File: config.mk
export PLATFORM = sky130hd
export DESIGN_NAME = rom_fetch
export DESIGN_NICKNAME = d
export VERILOG_FILES = /design/src/rtl/rom_fetch.sv
export SDC_FILE = /design/constraint.sdc
export NUM_CORES = 1
export LEC_CHECK = 0
export CORE_ASPECT_RATIO = 1.75
export CORE_UTILIZATION = 30
export CTS_CLUSTER_DIAMETER = 50
export DETAILED_ROUTE_END_ITERATION = 10
export DONT_BUFFER_PORTS = 1
export GPL_ROUTABILITY_DRIVEN = 0
export GPL_TIMING_DRIVEN = 0
export PLACE_DENSITY_LB_ADDON = 0.1
export SYNTH_ARGS = -nofsm -noshare
export SYNTH_HDL_FRONTEND = slang
export SYNTH_SLANG_ARGS = --single-unit
export TNS_END_PERCENT = 1
File: constraint.sdc
create_clock -name clk -period 2.1 [get_ports clk]
set_input_delay 0.42 -clock clk [delete_from_list [all_inputs] [get_ports clk]]
set_output_delay 0.42 -clock clk [all_outputs]
set_load 0.01 [all_outputs]
File: src/rtl/rom_fetch.sv
// rtl/rom_fetch.sv - ROM fetch engine streaming words to a valid/ready consumer
//
// Fetches `count` words from the registered-output ROM, starting at `base_addr`
// and wrapping at the top of the ROM. Each word goes into a 2-entry buffer and
// is presented downstream with its ROM address.
//
// Ports:
//   clk, rst_n          clock (rising edge), asynchronous active-low reset
//   start               one-cycle pulse, accepted only when idle
//   base_addr, count    transfer setup, sampled on an accepted start
//   busy, done          busy while fetching/draining; done pulses one cycle
//   rom_cs, rom_addr    ROM request pins
//   rom_data            ROM read data, valid the cycle after a selected address
//   out_valid/out_ready downstream handshake
//   out_data, out_addr  buffered word and its ROM address
//   checksum            (only with ROM_FETCH_CHECKSUM_EN) running sum of accepted words
//
// Optional feature macro: ROM_FETCH_CHECKSUM_EN
module rom_fetch #(
  parameter int WORDSIZE   = 16,
  parameter int ADDRSIZE   = 5,
  parameter int NUMADDR    = 32,
  parameter int FIFO_DEPTH = 2
) (
  input  logic                clk,
  input  logic                rst_n,
  input  logic                start,
  input  logic [ADDRSIZE-1:0] base_addr,
  input  logic [ADDRSIZE:0]   count,
  output logic                busy,
  output logic                done,
  output logic                rom_cs,
  output logic [ADDRSIZE-1:0] rom_addr,
  input  logic [WORDSIZE-1:0] rom_data,
  output logic                out_valid,
  input  logic                out_ready,
  output logic [WORDSIZE-1:0] out_data,
  output logic [ADDRSIZE-1:0] out_addr
`ifdef ROM_FETCH_CHECKSUM_EN
  ,
  output logic [WORDSIZE-1:0] checksum
`endif
);

  typedef enum logic [1:0] {S_IDLE, S_FETCH, S_DRAIN, S_DONE} state_t;

  localparam logic [ADDRSIZE:0]   ONE_CNT  = 1;
  localparam logic [ADDRSIZE-1:0] TOP_ADDR = ADDRSIZE'(NUMADDR - 1);
  localparam logic [1:0]          DEPTH    = 2'(FIFO_DEPTH);

  state_t              state_q, state_d;
  logic [ADDRSIZE-1:0] addr_q, addr_next, inflight_addr_q;
  logic [ADDRSIZE:0]   remaining_q, issued_q;
  logic                inflight_q;
  logic                issue;

  logic [WORDSIZE-1:0] fifo_data [FIFO_DEPTH];
  logic [ADDRSIZE-1:0] fifo_addr [FIFO_DEPTH];
  logic                rd_ptr, wr_ptr;
  logic [1:0]          occ_q;
  logic                push, pop;
  logic [1:0]          credit_used;

  assign push      = inflight_q;
  assign pop       = out_valid && out_ready;
  assign out_valid = (occ_q != 2'd0);
  assign out_data  = fifo_data[rd_ptr];
  assign out_addr  = fifo_addr[rd_ptr];
  assign busy      = (state_q == S_FETCH) || (state_q == S_DRAIN);
  assign done      = (state_q == S_DONE);
  assign addr_next = (addr_q == TOP_ADDR) ? '0 : addr_q + 1'b1;

  // Slots already spoken for once this cycle's pop frees its entry. Counting
  // the pop keeps one read issued per cycle while the consumer keeps up,
  // and the buffer can still never be overrun.
  assign credit_used = occ_q + {1'b0, inflight_q} - {1'b0, pop};

  always_comb begin
    state_d  = state_q;
    issue    = 1'b0;
    rom_cs   = 1'b0;
    rom_addr = '0;
    case (state_q)
      S_IDLE: begin
        if (start) state_d = (count == '0) ? S_DONE : S_FETCH;
      end
      S_FETCH: begin
        rom_cs   = 1'b1;
        rom_addr = addr_q;
        if (credit_used < DEPTH && issued_q < remaining_q) issue = 1'b1;
        if (issue && (issued_q + ONE_CNT) == remaining_q) state_d = S_DRAIN;
      end
      S_DRAIN: begin
        // Keep the ROM selected only while its last read is being returned.
        rom_cs = inflight_q;
        // Leave as the final word is handshaken so done follows it by one cycle.
        if (!inflight_q && (occ_q == 2'd0 || (occ_q == 2'd1 && pop))) state_d = S_DONE;
      end
      S_DONE: state_d = S_IDLE;
      default: state_d = S_IDLE;
    endcase
  end

  always_ff @(posedge clk or negedge rst_n) begin
    if (!rst_n) begin
      state_q         <= S_IDLE;
      addr_q          <= '0;
      inflight_addr_q <= '0;
      remaining_q     <= '0;
      issued_q        <= '0;
      inflight_q      <= 1'b0;
    end else begin
      state_q    <= state_d;
      inflight_q <= issue;
      if (state_q == S_IDLE && start && count != '0) begin
        addr_q      <= base_addr;
        remaining_q <= count;
        issued_q    <= '0;
      end else if (issue) begin
        addr_q          <= addr_next;
        inflight_addr_q <= addr_q;
        issued_q        <= issued_q + ONE_CNT;
      end
    end
  end

  always_ff @(posedge clk or negedge rst_n) begin
    if (!rst_n) begin
      for (int i = 0; i < FIFO_DEPTH; i++) begin
        fifo_data[i] <= '0;
        fifo_addr[i] <= '0;
      end
      rd_ptr <= 1'b0;
      wr_ptr <= 1'b0;
      occ_q  <= 2'd0;
    end else begin
      if (push) begin
        fifo_data[wr_ptr] <= rom_data;
        fifo_addr[wr_ptr] <= inflight_addr_q;
        wr_ptr            <= ~wr_ptr;
      end
      if (pop) rd_ptr <= ~rd_ptr;
      case ({push, pop})
        2'b10:   occ_q <= occ_q + 2'd1;
        2'b01:   occ_q <= occ_q - 2'd1;
        default: occ_q <= occ_q;
      endcase
    end
  end

`ifdef ROM_FETCH_CHECKSUM_EN
  always_ff @(posedge clk or negedge rst_n) begin
    if (!rst_n) begin
      checksum <= '0;
    end else if (state_q == S_IDLE && start) begin
      checksum <= '0;
    end else if (pop) begin
      checksum <= checksum + out_data;
    end
  end
`else
  // Checksum port and adder are not built.
`endif

endmodule

After elaboration in Yosys (flattened, before gate mapping). Cells that the tools add are included.

Output and inout port bits: 30. Flip-flop bits (word level): 71. Input bits: 31.

Equal/unequal tests: 11. $add $sub $neg: 6. Reduce and logical (&&, ||, !) cells: 20. Bitwise gates (word level): 5. Mux-type cells: 28. Order comparisons: 5.

Operators by type and width (number): 16-bit 2-to-1 mux (4); 5-bit 2-to-1 mux (8); 32-bit bitwise mux (1); 16-bit demux with 1-bit select (1); 6-bit 2-to-1 mux (2); 10-bit bitwise mux (1); 1-bit logical AND (8); 2-bit 2-to-1 mux (4); 2-bit one-hot mux with 4 select lines (1); 6-bit by 1-bit adder with 6-bit output (second input constant) (1); 2-bit by 1-bit == test with 1-bit output (second input constant) (3); 2-bit == test (second input constant) (3); 6-bit == test (1); 6-bit zero test (1); 6-bit less-than comparator (1); 2-bit nonzero test (3); 6-bit nonzero test (1); 5-bit by 1-bit adder with 5-bit output (second input constant) (1); 5-bit demux with 1-bit select (1); 5-bit == test (second input constant) (1); 2-bit greater-or-equal comparator (second input constant) (2); 2-bit zero test (2); 2-bit by 1-bit != test with 1-bit output (second input constant) (2); 1-bit inverter with 2-bit output (2); other kinds (15) (20).

Longest topological paths before layout. Gate-level depths: netlist of the first run.

Depth in word-level cells: 10. Depth in mapped cells: 10.

Worst setup path before layout of the first run. Ideal clock, no wire load.

Path type: reg2reg. From: register occ_q[1]. To: register addr_q[3]. Data arrival time: 2042 ps. Stages on the path, launching flop included: 10. Path buffers: 1. Period minus slack after synthesis: 2124 ps. Data required time: 2018 ps. Setup slack: -24 ps. Setup time: 82 ps. Cell sequence: dfrtp_1 inv_1 ha_1 nand2b_1 buf_6 mux2i_1 xnor2_2 nand3_2 or4_1 a31oi_1.

Word-level cells in the longest chain between the ends: 9. Elaborated cells between the ends (all ways): 10.

Ends and longest elaborated chain: start: declaration (line 60) `logic [1:0] occ_q;`; start signal: assignment (line 144) `2'b10: occ_q <= occ_q + 2'd1;`; start signal: assignment (line 145) `2'b01: occ_q <= occ_q - 2'd1;`; start signal: assignment (line 146) `default: occ_q <= occ_q;`; parallel branches: the longest is 2 deep, another holds 2-bit by 1-bit adder with 2-bit output; 2-bit by 1-bit subtractor with 2-bit output * (line 76) `assign credit_used = occ_q + {1'b0, inflight_q} - {1'b0, pop};`; 2-bit less-than comparator * (line 90) `if (credit_used < DEPTH && issued_q < remaining_q) issue = 1'b1;`; 1-bit logical AND * (line 90); 1-bit 2-to-1 mux * (line 90); 1-bit 2-to-1 mux * (2 in a row) (line 83) `case (state_q)`; 2-bit nonzero test (no source line) *; end signal: assignment (line 116) `addr_q <= base_addr;`; end signal: assignment (line 120) `addr_q <= addr_next;`; end: declaration (line 52) `logic [ADDRSIZE-1:0] addr_q, addr_next, inflight_addr_q;`.

Every way passes the cells marked *. The select of a mux whose other input is x is not followed. A chain may end at the register's enable or synchronous reset.

Worst setup path after layout of the first run.
From: register occ_q[1]. To: register state_q[0].

Word-level cells in the longest chain between the ends: 10. Elaborated cells between the ends (all ways): 17.

Ends and longest elaborated chain: parallel branches: the longest is 9 deep, another holds 2-bit by 1-bit adder with 2-bit output; 3-bit AND reduction (no source line) *; end signal: assignment (line 113) `state_q <= state_d;`; end: declaration (line 51) `state_t state_q, state_d;`.

Marked as above.

==> summary.txt, run 1 <==
Global routing
  – Total track usage: between 10% and 20%
  – Vias in the first global route: about 2,500
  – Pin count of the biggest net entering global routing: slightly above 70
  – Initial antenna violation count: 0
  – GR Overflow Total: 0
  – First-pass GRT wire length: ~14,000 um

Finish
  – Area grow syn2layout: 21.2%
  – Post-Layout Cell Count: 470
  – Fraction of layout instances using a drive strength above 1: around two fifths
  – Final Util: between 30% and 40%
  – Nets: 377
  – Antenna fix cells: 0
  – FILL cells: approximately 1,200

Critical path
  – Kind of critical path: reg2reg
  – Slowest stage cell on the critical path: dfrtp_1
  – CP arrival: about 2.3 ns
  – Worst R2R Setup Slack: 0.02 ns
  – Worst reg2reg path depth: 9
  – Max incr delay on CP: 0.39 ns
  – Worst path bufs/invs: 2
  – Top cell family by delay on the critical path: compound AO/OA/AOI/OAI gates
  – Crit-path cells: inv_2, ha_4, nand2b_4, mux2i_4, xnor2_2, buf_4, o2111ai_4, a211o_1, mux2i_1
  – RR Endpoint: state_q[0]$_DFFE_PN0P_
  – Nature of the critical path endpoint: flip-flop
  – Reg2reg start: occ_q[1]$_DFFE_PN0P_
  – Setup crit start kind: flip-flop
  – Critical Path RT: 2.32 ns
  – Worst-path maximum fanout: 3

Run
  – Max Cap Viol: 0

STA
  – Final max-slew violation count: 0
  – Ratio of final minimum period to clock period: 99.2%
  – Max_slew headroom: 54.4%
  – Setup TNS: 0 ns
  – Slew @ Worst Pin: 0.684 ns
  – F_max: about 480 MHz
  – Worst Clk Skew: roughly 0.0058 ns
  – RSZ-0062 raised after global routing: true
  – Final hold vios: 0
  – Period minus WS final: about 2.1 ns
  – Final setup fails: 0
  – Final setup margin: around 0.018 ns

Floorplan
  – Die Y: 146 um
  – Initial Util: between 30% and 40%
  – Die area: between 10,000 and 15,000 sq um
  – Site Rows: 52
  – CORE AREA: 11,600 sq um
  – I/O pin total: 61
  – Die Span X: 84.5 um

Routing
  – ANT nets after route: 0
  – Via count: 2,381
  – 1st-iter DRT viols: 69
  – Final wirelength: 8210 um
  – Vias/cell: approximately 5
  – Routed length per instance: between 15 and 20 um
  – Drt pass-1 iters: 9
  – DRC viols: 8

Clock network
  – # clock sinks: 71
  – CTS Buffer Depth: 2
  – Skew-Pair Late Insertion Delay: around 0.33 ns
  – Clock-pin slew on the worst setup and hold paths: about 0.060 ns
  – TritonCTS clock tree: built
  – CTS Buf Count: 9
  – H-tree depth: 3
  – CTS Root Cell: clkbuf_16

Power and ir drop
  – LEAKAGE: 1.88 nW
  – Worst IR Drop VDD: between 600 and 700 uV
  – Comb pwr share: between 40 and 50%
  – Power share of the sequential group: around a third
  – Net Sw Frac: between 30% and 40%
  – Sw power: roughly 2.6 mW
  – Clock network power share: between 20% and 30%
  – PwrDens: between 1500 and 2000 nW/um^2
  – P_int: around 4.6 mW

Hold path
  – Worst hold path class: in2reg
  – WHS Endpoint: remaining_q[0]$_DFFE_PN0P_
  – Min-delay src: count[0]
  – Number of cells on the worst hold path: 2

Synth
  – Top_reg_cell synth: dfrtp_1
  – Syn nets: about 350
  – Yosys warns: 0
  – Mapped cell area: between 3000 and 4000 sq um
  – Cells after synthesis: between 300 and 400
  – Sequential share of the synthesized area: 49.8%
  – Syn avg cell area: about 12 sq um
  – Synth cell types: 40
  – Post-synth EDFFs: 0
  – Asr flop ratio synth: 100%
  – Seq cells post-synth: 71

Place
  – Hpwl dp: between 5000 and 6000 um
  – Worst slack at placement: -0.287 ns
  – IO buf count: 0
  – Cell total after placement: roughly 440

Outcome
  – Status: finished with violations
  – Failing checks: design-rule violations
-- cell usage in the layout, fill, tap and decap left out, types with 3 or more instances in the layout --
cell,instances
inv_1,10
xor2_1,4
a31oi_1,4
buf_2,3
or3_1,4
ha_1,11
nor2_1,14
dfrtp_2,3
a21oi_1,6
mux2i_1,5
o21ai_0,14
clkbuf_16,9
inv_2,4
nor2b_1,3
mux2_2,68
buf_4,16
ha_4,4
clkbuf_1,5
xnor2_1,6
dfrtp_1,68
and2_1,7
nand2_1,19
nand3_1,7
-- layer usage --
metal  track usage, %  up-vias  routed length (um)
met5                0        -                   0
met4             6.78        0                 202
li1                 -     1121                   -
met3             4.07       16                 420
met2             26.2       46                4610
met1             14.9     1198                2980
-- area by class of cell --
type	count	area, sq um	area share, %
buffer	11	52.6	1.21
clock buffer	10	239	5.53
clock inverter	6	68.8	1.59
inverter	14	52.6	1.21
multi-input combinational	204	1790	41.4
sequential	71	1780	41.2
tap	135	169	3.91
timing repair buffer	19	173	3.99
-- cell usage after synthesis, drive strengths merged (7+ instances only) --
library cell   n  area (sq um)
nor2          14          52.6
nand3          8          45.0
a21oi          8          40.0
and2           7          43.8
o21ai         14          70.1
ha            16           200
nand2         19          71.3
inv           14          52.6
mux2          68           766
xnor2          7          68.8
dfrtp         71          1780
-- logic make-up after synthesis --
group	synth area share, %
multiplexers	23.1
XOR/XNOR	2.91
AND/OR/NAND/NOR	9.85
flip-flops	49.8
AO/OA/AOI/OAI	5.64
adder cells (fa/ha/maj)	5.61
buffers and inverters	3.08
-- metrics by stage --
step / hold slack, ns / total power, mW / cell area (sq um)
2_1_floorplan: 0.124 / 4.68 / 3570
3_3_place_gp: 0.126 / 5.29 / 3740
3_5_place_dp: 0.126 / 5.35 / 3740
4_1_cts: 0.190 / 7.21 / 4190
5_1_grt: 0.205 / 7.81 / 4330
6_report: 0.199 / 7.25 / 4330
-- power by group through the flow --
stage | sequential, mW | clock, mW | combinational (mW)
floorplan | 2.35 | 0 | 2.33
global placement | 2.47 | 0 | 2.82
detailed placement | 2.50 | 0 | 2.85
CTS | 2.46 | 1.62 | 3.13
global route | 2.55 | 1.68 | 3.57
finish | 2.45 | 1.57 | 3.23
-- flip-flops by register name, indices dropped and copies added (netlist names) --
signal	cells
inflight_q	1
occ_q	2
state_q	2
issued_q	6
fifo_data	32
fifo_addr	10
addr_q	5
remaining_q	6
wr_ptr	1
inflight_addr_q	5
rd_ptr	1
-- how the worst max path moves through the flow --
stage                          from                     end  slack [ns]  cells after the start
2_1_floorplan  occ_q[0]$_DFFE_PN0P_   addr_q[3]$_DFFE_PN0P_      0.0007                      9
3_3_place_gp   occ_q[0]$_DFFE_PN0P_   addr_q[3]$_DFFE_PN0P_       -0.28                      9
3_5_place_dp   occ_q[0]$_DFFE_PN0P_   addr_q[3]$_DFFE_PN0P_       -0.29                      9
4_1_cts        occ_q[0]$_DFFE_PN0P_  state_q[1]$_DFFE_PN0P_       -0.06                     10
5_1_grt        occ_q[1]$_DFFE_PN0P_  state_q[0]$_DFFE_PN0P_       -0.09                      9
6_report       occ_q[1]$_DFFE_PN0P_  state_q[0]$_DFFE_PN0P_        0.02                      9
-- worst reg2reg max path, delay by kind of cell (launching register included) --
family / cells / cell delay [ns]
and+or+nand+nor: 1 / 0.14
muxes: 2 / 0.38
buffers and inverters: 2 / 0.27
DFF: 1 / 0.39
adders and majority gates: 1 / 0.14
AOI/OAI and AO/OA: 2 / 0.50
xor gates and xnor gates: 1 / 0.16
-- repair_timing --
item	in CTS	in global routing
hold endpoints to repair	71	0
setup endpoints to repair	42	19
pin swaps	5	3
hold buffers	2	0
gates resized for setup	12	14
setup buffers	6	11
No activity file was read; power rests on OpenSTA's default activity.
==> inputs of run 2 (changes only) <==
- PLACE_DENSITY_LB_ADDON: 0.1 -> 0.25
- clock period: 2.1 -> 1.8 ns (I/O delays scaled with it)
==> run 2 against run 1 <==
Against the previous run: the flow finishes with violations (design-rule violations, negative hold slack, negative setup slack); total power grew 17%; fmax increased by 0.24%; clock power grew 11%; hold slack got worse by 0.47 ns; global-route usage down 1.7 points; clock skew fell by 0.0021 ns; cell area grew 0.29%; highest routed layer unchanged; register-to-register slack lost 0.29 ns.
==> summary.txt, run 2 (synthesized netlist as in run 1, its figures left out) <==
Run
  – Max Cap Viol: 0

STA
  – Worst Clk Skew: 0.00371 ns
  – Final setup margin: -0.277 ns
  – F_max: a little under 500 MHz
  – Final hold vios: a little over 70
  – RSZ-0062 raised after global routing: true
  – Final max-slew violation count: 0
  – Setup TNS: -3.66 ns
  – Slew @ Worst Pin: 0.632 ns
  – Ratio of final minimum period to clock period: 115%
  – Final setup fails: 18
  – Period minus WS final: between 2 and 2.5 ns
  – Hold slack: -0.276 ns
  – Max_slew headroom: 57.9%

Finish
  – Post-Layout Cell Count: 473
  – Most frequent cells in the layout: 68 x mux2_2, 68 x dfrtp_1, 24 x buf_4
  – Max FFs per register: 32
  – Biggest regs: fifo_data: 32 flops, fifo_addr: 10 flops
  – Antenna fix cells: 0
  – FILL cells: around 1,100
  – Area occupied by multi-input gates: approximately 1800 sq um
  – Sequential cell area: 1780 sq um
  – Nets: 380
  – Fraction of layout instances using a drive strength above 1: roughly two fifths
  – Area grow syn2layout: 21.5%
  – Reg with most FFs: fifo_data

Global routing
  – Initial antenna violation count: 0
  – GR Overflow Total: 0
  – First-pass GRT wire length: approximately 12,000 um
  – Pin count of the biggest net entering global routing: between 70 and 80
  – Total track usage: between 10% and 20%
  – Vias in the first global route: around 2,300

Power and ir drop
  – LEAKAGE: approximately 1.9 nW
  – Power share of the sequential group: between 30% and 40%
  – Sw power: between 2 and 3 mW
  – Clock network power share: between 20% and 30%
  – Comb pwr share: 45.4%
  – PwrDens: around 2000 nW/um^2
  – Net Sw Frac: roughly a third
  – P_int: around 5.5 mW
  – Worst IR Drop VDD: roughly 830 uV

Place
  – IO buf count: 0
  – Cell total after placement: ~440
  – Hpwl dp: around 5300 um
  – Worst slack at placement: -0.526 ns

Clock network
  – Clock-pin slew on the worst setup and hold paths: roughly 0.06 ns
  – CTS Buffer Depth: 2
  – CTS Root Cell: clkbuf_16
  – Skew-Pair Late Insertion Delay: about 0.33 ns
  – TritonCTS clock tree: built
  – CTS Buf Count: 9
  – # clock sinks: 71
  – H-tree depth: 3

Routing
  – Drt pass-1 iters: 7
  – 1st-iter DRT viols: 75
  – Routed length per instance: 16.3 um
  – Vias/cell: roughly 5
  – DRC viols: 6
  – Via count: approximately 2,400
  – Final wirelength: ~7700 um
  – ANT nets after route: 0

Hold path
  – Worst hold path class: in2async

Outcome
  – Failing checks: design-rule violations, negative hold slack, negative setup slack
  – Status: finished with violations

Critical path
  – Critical Path RT: between 2 and 2.5 ns
  – Kind of critical path: reg2reg
  – Reg2reg start: issued_q[3]$_DFFE_PN0P_
  – RR Endpoint: issued_q[5]$_DFFE_PN0P_
  – Critical Path Source: issued_q[3]$_DFFE_PN0P_
  – CP arrival: 2.34 ns
  – Nature of the critical path endpoint: flip-flop
  – Worst-path maximum fanout: 5
  – Worst R2R Setup Slack: -0.28 ns
  – Worst reg2reg path depth: 8
  – Setup crit start kind: flip-flop

Floorplan
  – Die Y: roughly 150 um
  – Die Span X: 84.5 um
  – CORE AREA: approximately 12,000 sq um
  – Site Rows: 52
  – Die area: 12,400 sq um
  – Initial Util: a little under a third
  – I/O pin total: between 60 and 70
-- run 2: cell types whose count changed in the layout (fill, tap and decap cells not counted), moves of 2 or more --
cell | previous run | this run
clkbuf_1 | 5 | 7
and2_4 | 0 | 2
inv_2 | 4 | 8
inv_1 | 10 | 6
buf_4 | 16 | 24
and2_1 | 7 | 5
clkinv_4 | 2 | 0
o21ai_0 | 14 | 11
o21ai_1 | 0 | 3
-- run 2: cell type report --
class / count / share of cell area (%)
Multi-Input combinational cell: 204 / 41.4
Sequential cell: 71 / 41.0
Clock buffer: 13 / 5.77
Tap cell: 135 / 3.89
Timing Repair Buffer: 22 / 3.81
Buffer: 11 / 1.87
Inverter: 14 / 1.21
Clock inverter: 3 / 0.981
-- run 2: worst max path at each step --
stage | to | slack (ns) | cells after the start
6_report | issued_q[5]$_DFFE_PN0P_ | -0.28 | 8
5_1_grt | issued_q[5]$_DFFE_PN0P_ | -0.36 | 8
4_1_cts | addr_q[2]$_DFFE_PN0P_ | -0.39 | 9
3_5_place_dp | addr_q[3]$_DFFE_PN0P_ | -0.53 | 9
3_3_place_gp | addr_q[2]$_DFFE_PN0P_ | -0.54 | 9
2_1_floorplan | addr_q[3]$_DFFE_PN0P_ | -0.30 | 9
-- run 2: power groups by stage --
stage / Clock [mW] / Sequential, mW / Combinational [mW]
after floorplan: 0 / 2.74 / 2.72
after global placement: 0 / 2.86 / 3.24
after detailed placement: 0 / 2.91 / 3.28
after CTS: 1.82 / 2.87 / 3.66
after global routing: 1.87 / 2.99 / 4.19
final: 1.75 / 2.88 / 3.85
-- run 2: routing by layer --
metal	share of wire, %	track usage, %
met1	40	13.9
met5	0	0
met4	1.4	4.58
met3	6.2	3.96
met2	53	22.6
-- run 2: per-stage QoR --
step | instance area [sq um] | util [%] | power [mW]
after global routing | 4340 | 37.5 | 9.05
after floorplan | 3570 | - | 5.46
after detailed placement | 3740 | 32.3 | 6.19
final | 4340 | 37.5 | 8.48
after global placement | 3740 | 32.3 | 6.10
after CTS | 4180 | 36.1 | 8.35
-- run 2: worst max-delay path: stages (launching register included) --
cell and delay (ns):
dfrtp_2 0.45, ha_4 0.25, a21oi_2 0.12, o21a_1 0.13, o31a_1 0.24, nand3_4 0.12, buf_4 0.16, or4_1 0.45
nand2_1 0.08
-- run 2: timing repair --
item | CTS | global route
resized for setup | 21 | 21
gates cloned | 0 | 0
buffers inserted | 6 | 16
setup endpoints to repair | 64 | 27
hold endpoints to repair | 71 | 71
pin swaps | 10 | 14
==> inputs of run 3 (changes only) <==
- CORE_ASPECT_RATIO: 1.75 -> not set
==> run 3 against run 2 <==
Against the previous run: the flow still finishes with violations (design-rule violations, negative hold slack, negative setup slack); clock skew is essentially flat; sequential cell count is the same; combinational power is essentially flat; clock-buffer cell count shrank 1; routed wire length shrank 0.57%; register-to-register slack lost 0.08 ns; global-route usage grew 0.78 points; sequential power is essentially flat; core utilization grew 0.14 points; non-clock buffer count shrank 1; critical path type unchanged; cell count grew 1.3%; first-iteration DRC count grew 24%.
==> summary.txt, run 3 (synthesized netlist as in run 1, its figures left out) <==
Outcome
  – Status: finished with violations
  – Failing checks: design-rule violations, negative hold slack, negative setup slack

Critical path
  – Kind of critical path: reg2reg
  – Critical Path RT: roughly 2.0 ns
  – Crit-path cells: inv_2, ha_4, a21oi_2, o21a_1, o31a_1, buf_4, o2111ai_2, a211o_1, mux2i_1
  – CP arrival: between 2 and 2.5 ns
  – Worst-path maximum fanout: 3
  – Worst reg2reg path depth: 9
  – Setup crit start kind: flip-flop
  – Max incr delay on CP: 0.39 ns
  – Worst path bufs/invs: 2
  – CP Depth: 9
  – Top cell family by delay on the critical path: compound AO/OA/AOI/OAI gates
  – Nature of the critical path endpoint: flip-flop
  – Slowest stage cell on the critical path: dfrtp_1

Global routing
  – Met2 Usage GRT: a little over a fifth
  – Met1 usage: between 10% and 20%
  – First-pass GRT wire length: 12,800 um
  – Met3 usage: under 10%
  – Pin count of the biggest net entering global routing: 72
  – GR Overflow Total: 0
  – Total track usage: 13.4%
  – Initial antenna violation count: 0
  – Global route hottest layer: met2
  – Vias in the first global route: between 2,000 and 2,500

Power and ir drop
  – Post-route total power: 8.45 mW
  – Worst IR Drop VDD: ~830 uV
  – LEAKAGE: around 1.9 nW
  – PwrDens: around 2000 nW/um^2

Floorplan
  – CORE AREA: 11,500 sq um
  – I/O pin total: 61
  – Die Span X: about 110 um
  – Initial Util: between 30% and 40%
  – Die area: between 10,000 and 15,000 sq um
  – Site Rows: 39
  – Die Y: 111 um

Routing
  – ANT nets after route: 0
  – DRC viols: 14
  – Routed length per instance: about 16 um
  – 1st-iter DRT viols: 93
  – Via count: 2,345
  – Drt pass-1 iters: 7
  – Vias/cell: about 5
  – Final wirelength: about 7700 um

STA
  – Period minus WS final: roughly 2.2 ns
  – Worst Clk Skew: between 0.003 and 0.004 ns
  – Ratio of final minimum period to clock period: 120%
  – Hold slack: -0.277 ns
  – Final max-slew violation count: 0
  – Slew @ Worst Pin: between 0.6 and 0.7 ns
  – Max_slew headroom: 59.7%
  – Final setup margin: -0.354 ns
  – F_max: 464 MHz
  – Final setup fails: 19
  – RSZ-0062 raised after global routing: true
  – Final hold vios: 71

Finish
  – Post-Layout Cell Count: 479
  – Nets: 379
  – Biggest regs: fifo_data: 32 flops, fifo_addr: 10 flops
  – Fraction of layout instances using a drive strength above 1: 40.2%
  – Sequential cell area: around 1800 sq um
  – Area occupied by multi-input gates: 1790 sq um
  – FILL cells: 1,116
  – Most frequent cells in the layout: 68 x mux2_2, 68 x dfrtp_1, 21 x buf_4
  – Area grow syn2layout: 21.3%
  – Reg with most FFs: fifo_data
  – Antenna fix cells: 0
  – Max FFs per register: 32

Clock network
  – TritonCTS clock tree: built
  – Clock-pin slew on the worst setup and hold paths: 0.05 ns
  – Skew-Pair Late Insertion Delay: 0.33 ns
  – H-tree depth: 3
  – CTS Root Cell: clkbuf_16
  – # clock sinks: 71
  – CTS Buf Count: 9
  – CTS Buffer Depth: 2

Place
  – Cell total after placement: between 400 and 500
  – Hpwl dp: 5170 um
  – IO buf count: 0

Run
  – Max Cap Viol: 0

Hold path
  – Worst hold path class: in2async
-- run 3: final cells by class --
| type | count | area share [%] |
|---|---|---|
| clock buffers | 12 | 5.69 |
| clock inverters | 3 | 1.01 |
| multi-input cells | 204 | 41.3 |
| well taps | 143 | 4.13 |
| inverters | 14 | 1.21 |
| plain buffers | 11 | 1.73 |
| flip-flops and latches | 71 | 41.1 |
| repair buffers | 21 | 3.82 |
-- run 3: metal layers --
layer  vias to the layer above  share of wire (%)
met5                         -                  0
met3                         2                7.2
met1                      1171                 42
met2                        54                 50
met4                         0               0.43
li1                       1118                  -
-- run 3: final timing paths --
check / slack, ns / startpoint / end
max: -0.35 / remaining_q[5]$_DFFE_PN0P_ / state_q[0]$_DFFE_PN0P_
min: -0.28 / rst_n / fifo_data[18]$_DFFE_PN0P_
max reg2reg: -0.35 / remaining_q[5]$_DFFE_PN0P_ / state_q[0]$_DFFE_PN0P_
min reg2reg: 0.49 / wr_ptr$_DFFE_PN0P_ / wr_ptr$_DFFE_PN0P_
max in group asynchronous: 1.95 / rst_n / remaining_q[3]$_DFFE_PN0P_
min in group clk: 0.14 / count[0] / remaining_q[0]$_DFFE_PN0P_
-- run 3: stage by stage --
step	hold WS (ns)	TNS [ns]	util, %	setup WS [ns]	cell area, sq um
floorplan	0.0644	-2.81	-	-0.299	3570
global placement	0.0659	-7.62	32.6	-0.537	3750
detailed placement	0.0658	-8.12	32.6	-0.539	3750
CTS	-0.300	-4.80	36.1	-0.391	4160
global route	-0.310	-6.12	37.6	-0.422	4330
finish	-0.277	-4.38	37.6	-0.354	4330
-- run 3: power by group --
group / internal (mW) / total (mW) / switching (mW)
sequential: 2.38 / 2.86 / 0.479
combinational: 2.01 / 3.84 / 1.83
clock: 1.10 / 1.74 / 0.642
-- run 3: what timing repair did --
item,in CTS,in global routing
gates cloned,0,0
endpoints found under the setup margin,64,36
setup buffers,8,13
pin swaps,12,11
hold endpoints to repair,71,71
resized for setup,17,22
